`src/rtl/tt_um_jleugeri_ttt_host_sequencer.sv`:
```
// Host-side sequencer: feeds buffered token events to the ttt main block,
// advances it, and captures emitted events. Optional: TTT_SEQ_WATCHDOG_EN.
module tt_um_jleugeri_ttt_host_sequencer #(
  parameter int NUM_PROCESSORS = 10,
  parameter int NEW_TOKEN_BITS = 4,
  parameter int IN_DEPTH       = 4,
  parameter int OUT_DEPTH      = 8,
  parameter int STEP_BITS      = 16,
  parameter int TIMEOUT_CYCLES = 1024,
  localparam int PW            = $clog2(NUM_PROCESSORS),
  localparam int NTB           = NEW_TOKEN_BITS
) (
  input  logic                 clock_fast,
  input  logic                 reset,
  input  logic                 in_valid,
  output logic                 in_ready,
  input  logic [PW-1:0]        in_proc_id,
  input  logic [NTB-1:0]       in_good,
  input  logic [NTB-1:0]       in_bad,
  input  logic                 step_req,
  output logic                 step_ack,
  output logic [STEP_BITS-1:0] step_count,
  output logic                 out_valid,
  input  logic                 out_ready,
  output logic [PW-1:0]        out_proc_id,
  output logic [1:0]           out_startstop,
  output logic                 out_overflow,
  output logic                 seq_error,
  output logic [3:0]           ttt_instruction,
  output logic [PW-1:0]        ttt_processor_id,
  output logic [NTB-1:0]       ttt_good,
  output logic [NTB-1:0]       ttt_bad,
  input  logic [1:0]           ttt_stage,
  input  logic [PW-1:0]        ttt_proc_id_out,
  input  logic [1:0]           ttt_startstop,
  input  logic                 ttt_output_valid
);

  localparam int IAW = $clog2(IN_DEPTH);
  localparam int ICW = $clog2(IN_DEPTH + 1);
  localparam int OAW = $clog2(OUT_DEPTH);
  localparam int OCW = $clog2(OUT_DEPTH + 1);
  localparam int IDW = PW + 2 * NTB;
  localparam int ODW = PW + 2;

  typedef enum logic [1:0] {
    S_IDLE, S_FEED, S_LEAVE, S_RUN
  } state_t;

  state_t r_state;
  state_t w_next;

  logic [IDW-1:0] r_in_mem [IN_DEPTH];
  logic [IAW-1:0] r_in_wr;
  logic [IAW-1:0] r_in_rd;
  logic [ICW-1:0] r_in_cnt;
  logic [ODW-1:0] r_out_mem [OUT_DEPTH];
  logic [OAW-1:0] r_out_wr;
  logic [OAW-1:0] r_out_rd;
  logic [OCW-1:0] r_out_cnt;

  logic [3:0]           r_instr;
  logic [PW-1:0]        r_pid;
  logic [NTB-1:0]       r_good;
  logic [NTB-1:0]       r_bad;
  logic                 r_ack;
  logic [STEP_BITS-1:0] r_steps;
  logic                 r_ovf;

  logic           w_in_empty;
  logic           w_in_push;
  logic           w_in_pop;
  logic           w_out_full;
  logic           w_out_pop;
  logic           w_out_push;
  logic           w_cap;
  logic           w_done;
  logic           w_wd_hit;
  logic [3:0]     w_instr;
  logic [PW-1:0]  w_pid;
  logic [NTB-1:0] w_good;
  logic [NTB-1:0] w_bad;
  logic [ODW-1:0] w_out_head;

  assign w_in_empty = (r_in_cnt == '0);
  assign in_ready   = (r_in_cnt != ICW'(IN_DEPTH));
  assign w_in_push  = in_valid && in_ready;

  assign w_out_full = (r_out_cnt == OCW'(OUT_DEPTH));
  assign out_valid  = (r_out_cnt != '0);
  assign w_out_pop  = out_valid && out_ready;
  assign w_cap      = (r_state == S_RUN) && ttt_output_valid;
  assign w_out_push = w_cap && (!w_out_full || w_out_pop);
  assign w_out_head = r_out_mem[r_out_rd];

  assign out_proc_id   = out_valid ? w_out_head[ODW-1:2] : '0;
  assign out_startstop = out_valid ? w_out_head[1:0] : 2'b00;

  always_comb begin
    w_next   = r_state;
    w_instr  = 4'b0000;
    w_pid    = '0;
    w_good   = '0;
    w_bad    = '0;
    w_in_pop = 1'b0;
    w_done   = 1'b0;
    unique case (r_state)
      S_IDLE: begin
        if (step_req && ttt_stage == 2'b00) w_next = S_FEED;
      end
      S_FEED: begin
        if (!w_in_empty) begin
          w_instr  = 4'b0001;
          {w_pid, w_good, w_bad} = r_in_mem[r_in_rd];
          w_in_pop = 1'b1;
        end else begin
          w_instr = 4'b0010;
          w_next  = S_LEAVE;
        end
      end
      S_LEAVE: begin
        if (ttt_stage != 2'b00) w_next = S_RUN;
        else if (w_wd_hit)      w_next = S_IDLE;
      end
      S_RUN: begin
        if (ttt_stage == 2'b00) begin
          w_next = S_IDLE;
          w_done = 1'b1;
        end else if (w_wd_hit) begin
          w_next = S_IDLE;
        end
      end
      default: w_next = S_IDLE;
    endcase
  end

  always_ff @(posedge clock_fast) begin
    if (reset) begin
      r_state   <= S_IDLE;
      r_instr   <= 4'b0000;
      r_pid     <= '0;
      r_good    <= '0;
      r_bad     <= '0;
      r_ack     <= 1'b0;
      r_steps   <= '0;
      r_ovf     <= 1'b0;
      r_in_wr   <= '0;
      r_in_rd   <= '0;
      r_in_cnt  <= '0;
      r_out_wr  <= '0;
      r_out_rd  <= '0;
      r_out_cnt <= '0;
    end else begin
      r_state <= w_next;
      r_instr <= w_instr;
      r_pid   <= w_pid;
      r_good  <= w_good;
      r_bad   <= w_bad;
      r_ack   <= w_done;
      if (w_done) r_steps <= r_steps + 1'b1;
      if (w_cap && w_out_full && !w_out_pop) r_ovf <= 1'b1;
      if (w_in_push) r_in_wr <= r_in_wr + 1'b1;
      if (w_in_pop)  r_in_rd <= r_in_rd + 1'b1;
      r_in_cnt <= r_in_cnt + ICW'(w_in_push) - ICW'(w_in_pop);
      if (w_out_push) r_out_wr <= r_out_wr + 1'b1;
      if (w_out_pop)  r_out_rd <= r_out_rd + 1'b1;
      r_out_cnt <= r_out_cnt + OCW'(w_out_push) - OCW'(w_out_pop);
    end
  end

  // Storage needs no reset: the counts gate every read.
  always_ff @(posedge clock_fast) begin
    if (w_in_push)  r_in_mem[r_in_wr]   <= {in_proc_id, in_good, in_bad};
    if (w_out_push) r_out_mem[r_out_wr] <= {ttt_proc_id_out, ttt_startstop};
  end

`ifdef TTT_SEQ_WATCHDOG_EN
  localparam int WDW = $clog2(TIMEOUT_CYCLES + 1);
  logic [WDW-1:0] r_wd;
  logic           r_err;

  assign w_wd_hit = (r_state == S_LEAVE || r_state == S_RUN)
                 && (r_wd == WDW'(TIMEOUT_CYCLES - 1));

  always_ff @(posedge clock_fast) begin
    if (reset) begin
      r_wd  <= '0;
      r_err <= 1'b0;
    end else begin
      if (w_next != r_state) r_wd <= '0;
      else if (r_state == S_LEAVE || r_state == S_RUN) r_wd <= r_wd + 1'b1;
      if (w_wd_hit && w_next == S_IDLE && !w_done) r_err <= 1'b1;
    end
  end

  assign seq_error = r_err;
`else
  assign w_wd_hit  = 1'b0;
  assign seq_error = 1'b0;
`endif

  assign ttt_instruction  = r_instr;
  assign ttt_processor_id = r_pid;
  assign ttt_good         = r_good;
  assign ttt_bad          = r_bad;
  assign step_ack         = r_ack;
  assign step_count       = r_steps;
  assign out_overflow     = r_ovf;

endmodule

```
`config.mk`:
```
export PLATFORM = sky130hd
export DESIGN_NAME = tt_um_jleugeri_ttt_host_sequencer
export DESIGN_NICKNAME = d
export VERILOG_FILES = /design/src/rtl/tt_um_jleugeri_ttt_host_sequencer.sv
export SDC_FILE = /design/constraint.sdc
export NUM_CORES = 1
export LEC_CHECK = 0
export ABC_AREA = 1
export CAP_MARGIN = 20
export CORE_MARGIN = 8
export CORE_UTILIZATION = 28
export DETAILED_ROUTE_END_ITERATION = 10
export PLACE_DENSITY = 0.53
export SLEW_MARGIN = 20
export SYNTH_ARGS = -nofsm -noshare
export SYNTH_HDL_FRONTEND = slang
export SYNTH_SLANG_ARGS = --single-unit
```
`constraint.sdc`:
```
create_clock -name clock_fast -period 3.8 [get_ports clock_fast]
set_clock_uncertainty 0.15 [all_clocks]
set_input_delay 0.76 -clock clock_fast [delete_from_list [all_inputs] [get_ports clock_fast]]
set_output_delay 0.76 -clock clock_fast [all_outputs]
set_load 0.03 [all_outputs]
```
==> results of run 1 <==
power by group through the flow:
| stage | Combinational (uW) | Clock (uW) | Sequential (uW) |
|---|---|---|---|
| 2_1_floorplan | 839 | 0 | 2000 |
| 5_1_grt | 1330 | 1710 | 2010 |
| 4_1_cts | 1180 | 1660 | 1990 |
| 3_3_place_gp | 1180 | 0 | 2030 |
| 6_report | 1160 | 1610 | 1990 |
| 3_5_place_dp | 1180 | 0 | 2030 |
final timing paths:
check	slack [ns]	startpoint	endpoint	cells past startpoint
min	0.32	out_overflow$_SDFFE_PP0P_	out_overflow$_SDFFE_PP0P_	2
max	0.45	register	out_proc_id[3]	5
max reg2reg	1.49	r_state[1]$_SDFFE_PP0P_	r_out_mem[5][4]$_DFFE_PP_	5
min reg2reg	0.32	out_overflow$_SDFFE_PP0P_	out_overflow$_SDFFE_PP0P_	2
stage by stage:
| stage | cells | setup slack [ns] |
|---|---|---|
| after floorplan | 607 | 1.55 |
| after global placement | 941 | 0.831 |
| after detailed placement | 941 | 0.861 |
| after CTS | 973 | 0.413 |
| after global routing | 973 | 0.278 |
| final | 973 | 0.448 |
layer usage:
layer / vias to the layer above / share of wire / track usage
li1: 2172 / - / -
met1: 1943 / 0.47 / 0.125
met2: 62 / 0.47 / 0.167
met3: 15 / 0.038 / 0.0280
met4: 0 / 0.016 / 0.0410
met5: - / 0 / 0
synth_stat cells, types with 4 or more instances:
| library cell | n |
|---|---|
| a21oi_1 | 28 |
| buf_2 | 4 |
| buf_4 | 9 |
| clkbuf_1 | 5 |
| dfxtp_1 | 54 |
| edfxtp_1 | 96 |
| ha_1 | 18 |
| inv_1 | 45 |
| inv_2 | 7 |
| nand2_1 | 57 |
| nand2_2 | 5 |
| nand2_4 | 4 |
| nand3_1 | 12 |
| nand4_1 | 4 |
| nor2_1 | 148 |
| nor3_1 | 7 |
| o211ai_1 | 6 |
| o21ai_0 | 59 |
| o22ai_1 | 6 |
cells by family (layout without fill, tap and decap cells):
logic type      count (synthesis)  count (layout)  synth area share
other cells                     1               3          0.000601
simple gates                  250             250             0.173
fa+ha+maj                      20              20            0.0425
xor+xnor                        5               5           0.00701
buf+inv                        75             161            0.0545
flops                         150             150             0.635
compound gates                104             104            0.0876
layout make-up:
cell class	instances	area, um^2
Tap cell	280	350
Fill cell	2206	14100
Clock buffer	17	425
Clock inverter	15	143
Inverter	53	199
Sequential cell	150	3960
Timing Repair Buffer	76	733
Multi-Input combinational cell	382	1950
flip-flops by register name (all words and copies together) (netlist names), named ones only:
signal and cells:
out_overflow 1, r_in_cnt 3, r_in_mem 48, r_in_rd 2, r_in_wr 2, r_out_cnt 4
r_out_mem 48, r_out_rd 3, r_out_wr 3, r_state 2, step_ack 1, step_count 16
ttt_bad 4, ttt_good 4, ttt_instruction 2, ttt_processor_id 4
worst min-delay path: cells and delay by family, from the launching register on:
family	cells	cell delay, ns
DFF	1	0.33
and+or+nand+nor	1	0.07
AOI/OAI and AO/OA	1	0.05
==> flow_metrics.tcl, run 1 <==
set metrics [dict create \
    critPathArrivalTime_ns 2.44 \
    synth-seq-cells 150 \
    syn_area_per_cell_um2 10.3 \
    power_frac_comb 0.244 \
    numCtsBuffers 17 \
    min_path_type "register to register" \
    postSynthCellCount 605 \
    seqPwrFrac 0.418 \
    die-area_um2 27300 \
    status "finished, final reports clean" \
    first_iter_violations 171 \
    switchingPower_uw 1540 \
    max_freq_ghz 0.298 \
    synth.distinct_cells 37 \
    rsz0062_at_grt "no" \
    slowest_delay_ns 0.69 \
    crit_slowest_cell "dfxtp_1" \
    peakVddDrop_uv 273 \
    synth_top_area_share 0.462 \
    critPathBufInv 1 \
    slew_viol_final 0 \
    setup_viol 0 \
    io_pins 69 \
    async_flop_share 0 \
    wl_mm 13.4 \
    via_per_inst 4.31 \
    ys.warnings.count 0 \
    hold_viol 0 \
    cts_setup_buffers 0 \
    clock-root-buffer "clkbuf_16" \
    grt_pass1_wl_mm 21.5 \
    cp_common_cell "nor2_1" \
    die_x_um 165 \
    stdcell_area_um2 7760 \
    netlist_area_um2 6240 \
    h-tree-depth 4 \
    clkSinkCount 150 \
    dp_hpwl_mm 9.03 \
    synth_edf_count 96 \
    maxCapViolations 0 \
    timing.hold.ws_ns 0.324 \
    cp_cell_sequence "o21ai_0, o22ai_1, nor2_1, nor2_1, clkdlybuf4s50_1" \
    cp_max_fo 19 \
    antenna_cells 0 \
    synth_ff_type "edfxtp_1" \
    layout-drive-gt1-share 0.0996 \
    yosysSeqAreaShare 0.635 \
    layout_common_cells "nor2_1 (148), edfxtp_1 (96), clkdlybuf4s50_1 (65)" \
    start_util 0.285 \
    grt_max_degree 27 \
    min_period_over_period 0.882 \
    dpl-instance-area_um2 7190 \
    grt_pass1_vias 4194 \
    die_y_um 165 \
    fin_setup_tns_ns 0 \
    critPathTopFamily "flip-flops" \
    required_ns 2.89 \
    clockBufferDepth 2 \
    p_int_uw 3220 \
    synth_largest_area_cell "edfxtp_1" \
    total_power_uw 4760 \
    p_leak_uw 0.00287 \
    start_kind "register" \
    core_area_um2 21900 \
    slew_headroom 0.327 \
    drc 0 \
    period_minus_slack_ns 3.35 \
    cts_resized 0 \
    cts_tree "yes" \
    sw_frac_of_total 0.323 \
    p_clk_frac 0.338 \
    utilization 0.355 \
    path_clk_slew_ns 0.06 \
    ys_top_cells_by_area "edfxtp_1 (46%), dfxtp_1 (17%), nor2_1 (8.9%)" \
    synthToLayoutAreaGrowth_pct 24.3 \
    nets 726 \
    gp_congestion 0.756 \
    ant_nets 0 \
    port_buffers 65 \
    overflow 0 \
    cts-hold-fix-buffers 0 \
    row_count 54 \
    final_common_cell "nor2_1" \
    drt-wirelength-per-cell_um 13.8 \
    end_kind "output pin" \
    detailroute.via_count 4192 \
    drt_pre_antenna_iters 4 \
    clock_latency_ns 0.41 \
    tightest_slew_ns 1.01 \
    antenna_found_initial 0 \
    power_per_cell_area_nw_per_um2 614 \
    grt_usage 0.102 \
    critical_path_class "register to output pin" \
]
No activity file was read; power rests on OpenSTA's default activity.
==> run 2: changes to the inputs <==
Settings changed: ABC_CLOCK_PERIOD_IN_PS from default to 3800, CTS_CLUSTER_DIAMETER from default to 120.
==> results of run 2 <==
No change in the layout: final DEF, timing and power equal those of run 1.
==> run 3: changes to the inputs <==
--- a/constraint.sdc
+++ b/constraint.sdc
@@ -3,3 +3,3 @@
 set_input_delay 0.76 -clock clock_fast [delete_from_list [all_inputs] [get_ports clock_fast]]
 set_output_delay 0.76 -clock clock_fast [all_outputs]
-set_load 0.03 [all_outputs]
+set_load 0.1 [all_outputs]
==> flow_metrics.tcl, run 3 (synthesized netlist as in run 1, its figures left out) <==
set metrics [dict create \
    io_pins 69 \
    start_kind "register" \
    drc 0 \
    required_ns 2.89 \
    critPathTopFamily "buffers and inverters" \
    crit_slowest_cell "dfxtp_1" \
    antenna_cells 0 \
    numCtsBuffers 17 \
    cts_setup_buffers 0 \
    clockBufferDepth 2 \
    critPathArrivalTime_ns 2.17 \
    antenna_found_initial 0 \
    dp_hpwl_mm 8.80 \
    period_minus_slack_ns 3.08 \
    core_area_um2 21900 \
    grt_pass1_wl_mm 21.2 \
    multiInputGateArea_um2 1950 \
    cts_resized 0 \
    cts-hold-fix-buffers 0 \
    tightest_slew_ns 1.05 \
    sw_frac_of_total 0.372 \
    drt-wirelength-per-cell_um 13.5 \
    overflow 0 \
    timing.hold.ws_ns 0.321 \
    drt_pre_antenna_iters 4 \
    rsz0062_at_grt "no" \
    place_ws_ns 0.871 \
    critical_path_class "register to output pin" \
    first_iter_violations 259 \
    port_buffers 65 \
    p_int_uw 3350 \
    gp_congestion 0.740 \
    stdcell_area_um2 7790 \
    min_period_over_period 0.812 \
    max_freq_ghz 0.324 \
    die_y_um 165 \
    clock_latency_ns 0.42 \
    cp_max_fo 24 \
    grt_pass1_vias 4138 \
    die_x_um 165 \
    final_common_cell "nor2_1" \
    critPathBufInv 2 \
    layout-drive-gt1-share 0.113 \
    wl_mm 13.1 \
    layout_common_cells "nor2_1 (148), edfxtp_1 (96), o21ai_0 (59)" \
    min_path_type "register to register" \
    maxCapViolations 0 \
    synthToLayoutAreaGrowth_pct 24.7 \
    slew_headroom 0.297 \
    dpl-instance-area_um2 7150 \
    grt_usage 0.100 \
    die-area_um2 27300 \
    status "finished, final reports clean" \
    slew_viol_final 0 \
    cp_cell_sequence "inv_2, o21ai_0, o22ai_1, nor2_1, nor2_1, buf_4" \
    path_clk_slew_ns 0.07 \
    switchingPower_uw 1980 \
    power_frac_comb 0.288 \
    start_util 0.285 \
    row_count 54 \
    grt_max_degree 27 \
    p_leak_uw 0.00291 \
    slowest_delay_ns 0.46 \
    clock-root-buffer "clkbuf_16" \
    clkSinkCount 150 \
    power_per_cell_area_nw_per_um2 684 \
    cp_common_cell "nor2_1" \
    nets 724 \
    end_kind "output pin" \
    seqPwrFrac 0.376 \
    setup_ws_ns 0.716 \
    regArea_um2 3960 \
    peakVddDrop_uv 320 \
    via_per_inst 4.28 \
    cts_tree "yes" \
    h-tree-depth 4 \
    setup_viol 0 \
    ant_nets 0 \
    p_clk_frac 0.336 \
    hold_viol 0 \
    fin_setup_tns_ns 0 \
    fillCellCount 2197 \
    detailroute.via_count 4154 \
]
## run 3: cell types whose count changed in the layout (fill, tap and decap cells not counted), sizes merged
cell / delta
clkdlybuf4s50: -10
clkinvlp: -3
bufinv: +2
buf: +8
inv: +1
## run 3: final timing paths
path | slack [ns] | startpoint | end | depth (start not counted)
worst max-delay path | 0.72 | register | out_startstop[1] | 6
worst min-delay path | 0.32 | out_overflow$_SDFFE_PP0P_ | out_overflow$_SDFFE_PP0P_ | 2
worst max register to register | 1.41 | r_state[1]$_SDFFE_PP0P_ | r_out_mem[6][2]$_DFFE_PP_ | 5
worst min register to register | 0.32 | out_overflow$_SDFFE_PP0P_ | out_overflow$_SDFFE_PP0P_ | 2
## run 3: cell type report
type / instances / share of cell area
Multi-Input combinational cell: 382 / 0.250
Sequential cell: 150 / 0.509
Inverter: 53 / 0.0255
Clock buffer: 17 / 0.0546
Clock inverter: 15 / 0.0267
Tap cell: 280 / 0.0450
Timing Repair Buffer: 74 / 0.0890
## run 3: per-layer routing
| metal | up-vias | global-route usage | wire (um) |
|---|---|---|---|
| li1 | 2177 | - | - |
| met1 | 1906 | 0.122 | 6200 |
| met2 | 60 | 0.165 | 6240 |
| met3 | 11 | 0.0300 | 491 |
| met4 | 0 | 0.0373 | 171 |
| met5 | - | 0 | 0 |
## run 3: stage by stage
stage | util | std cells | total power, uW
global route | 0.356 | 971 | 5620
floorplan | - | 607 | 3240
detailed placement | 0.327 | 939 | 3590
CTS | 0.356 | 971 | 5390
finish | 0.356 | 971 | 5330
global placement | 0.327 | 939 | 3590
## run 3: tightest hold or removal path, stage by stage (launching register included)
cell     delay [ns]
dfxtp_1        0.33
a31oi_1        0.04
nor2_1         0.07
## run 3: power by group through the flow
| stage | Clock, uW | Combinational, uW | Sequential, uW |
|---|---|---|---|
| 6_report | 1790 | 1540 | 2000 |
| 5_1_grt | 1900 | 1700 | 2020 |
| 4_1_cts | 1830 | 1560 | 2000 |
| 3_5_place_dp | 0 | 1550 | 2040 |
| 3_3_place_gp | 0 | 1550 | 2040 |
| 2_1_floorplan | 0 | 1150 | 2090 |
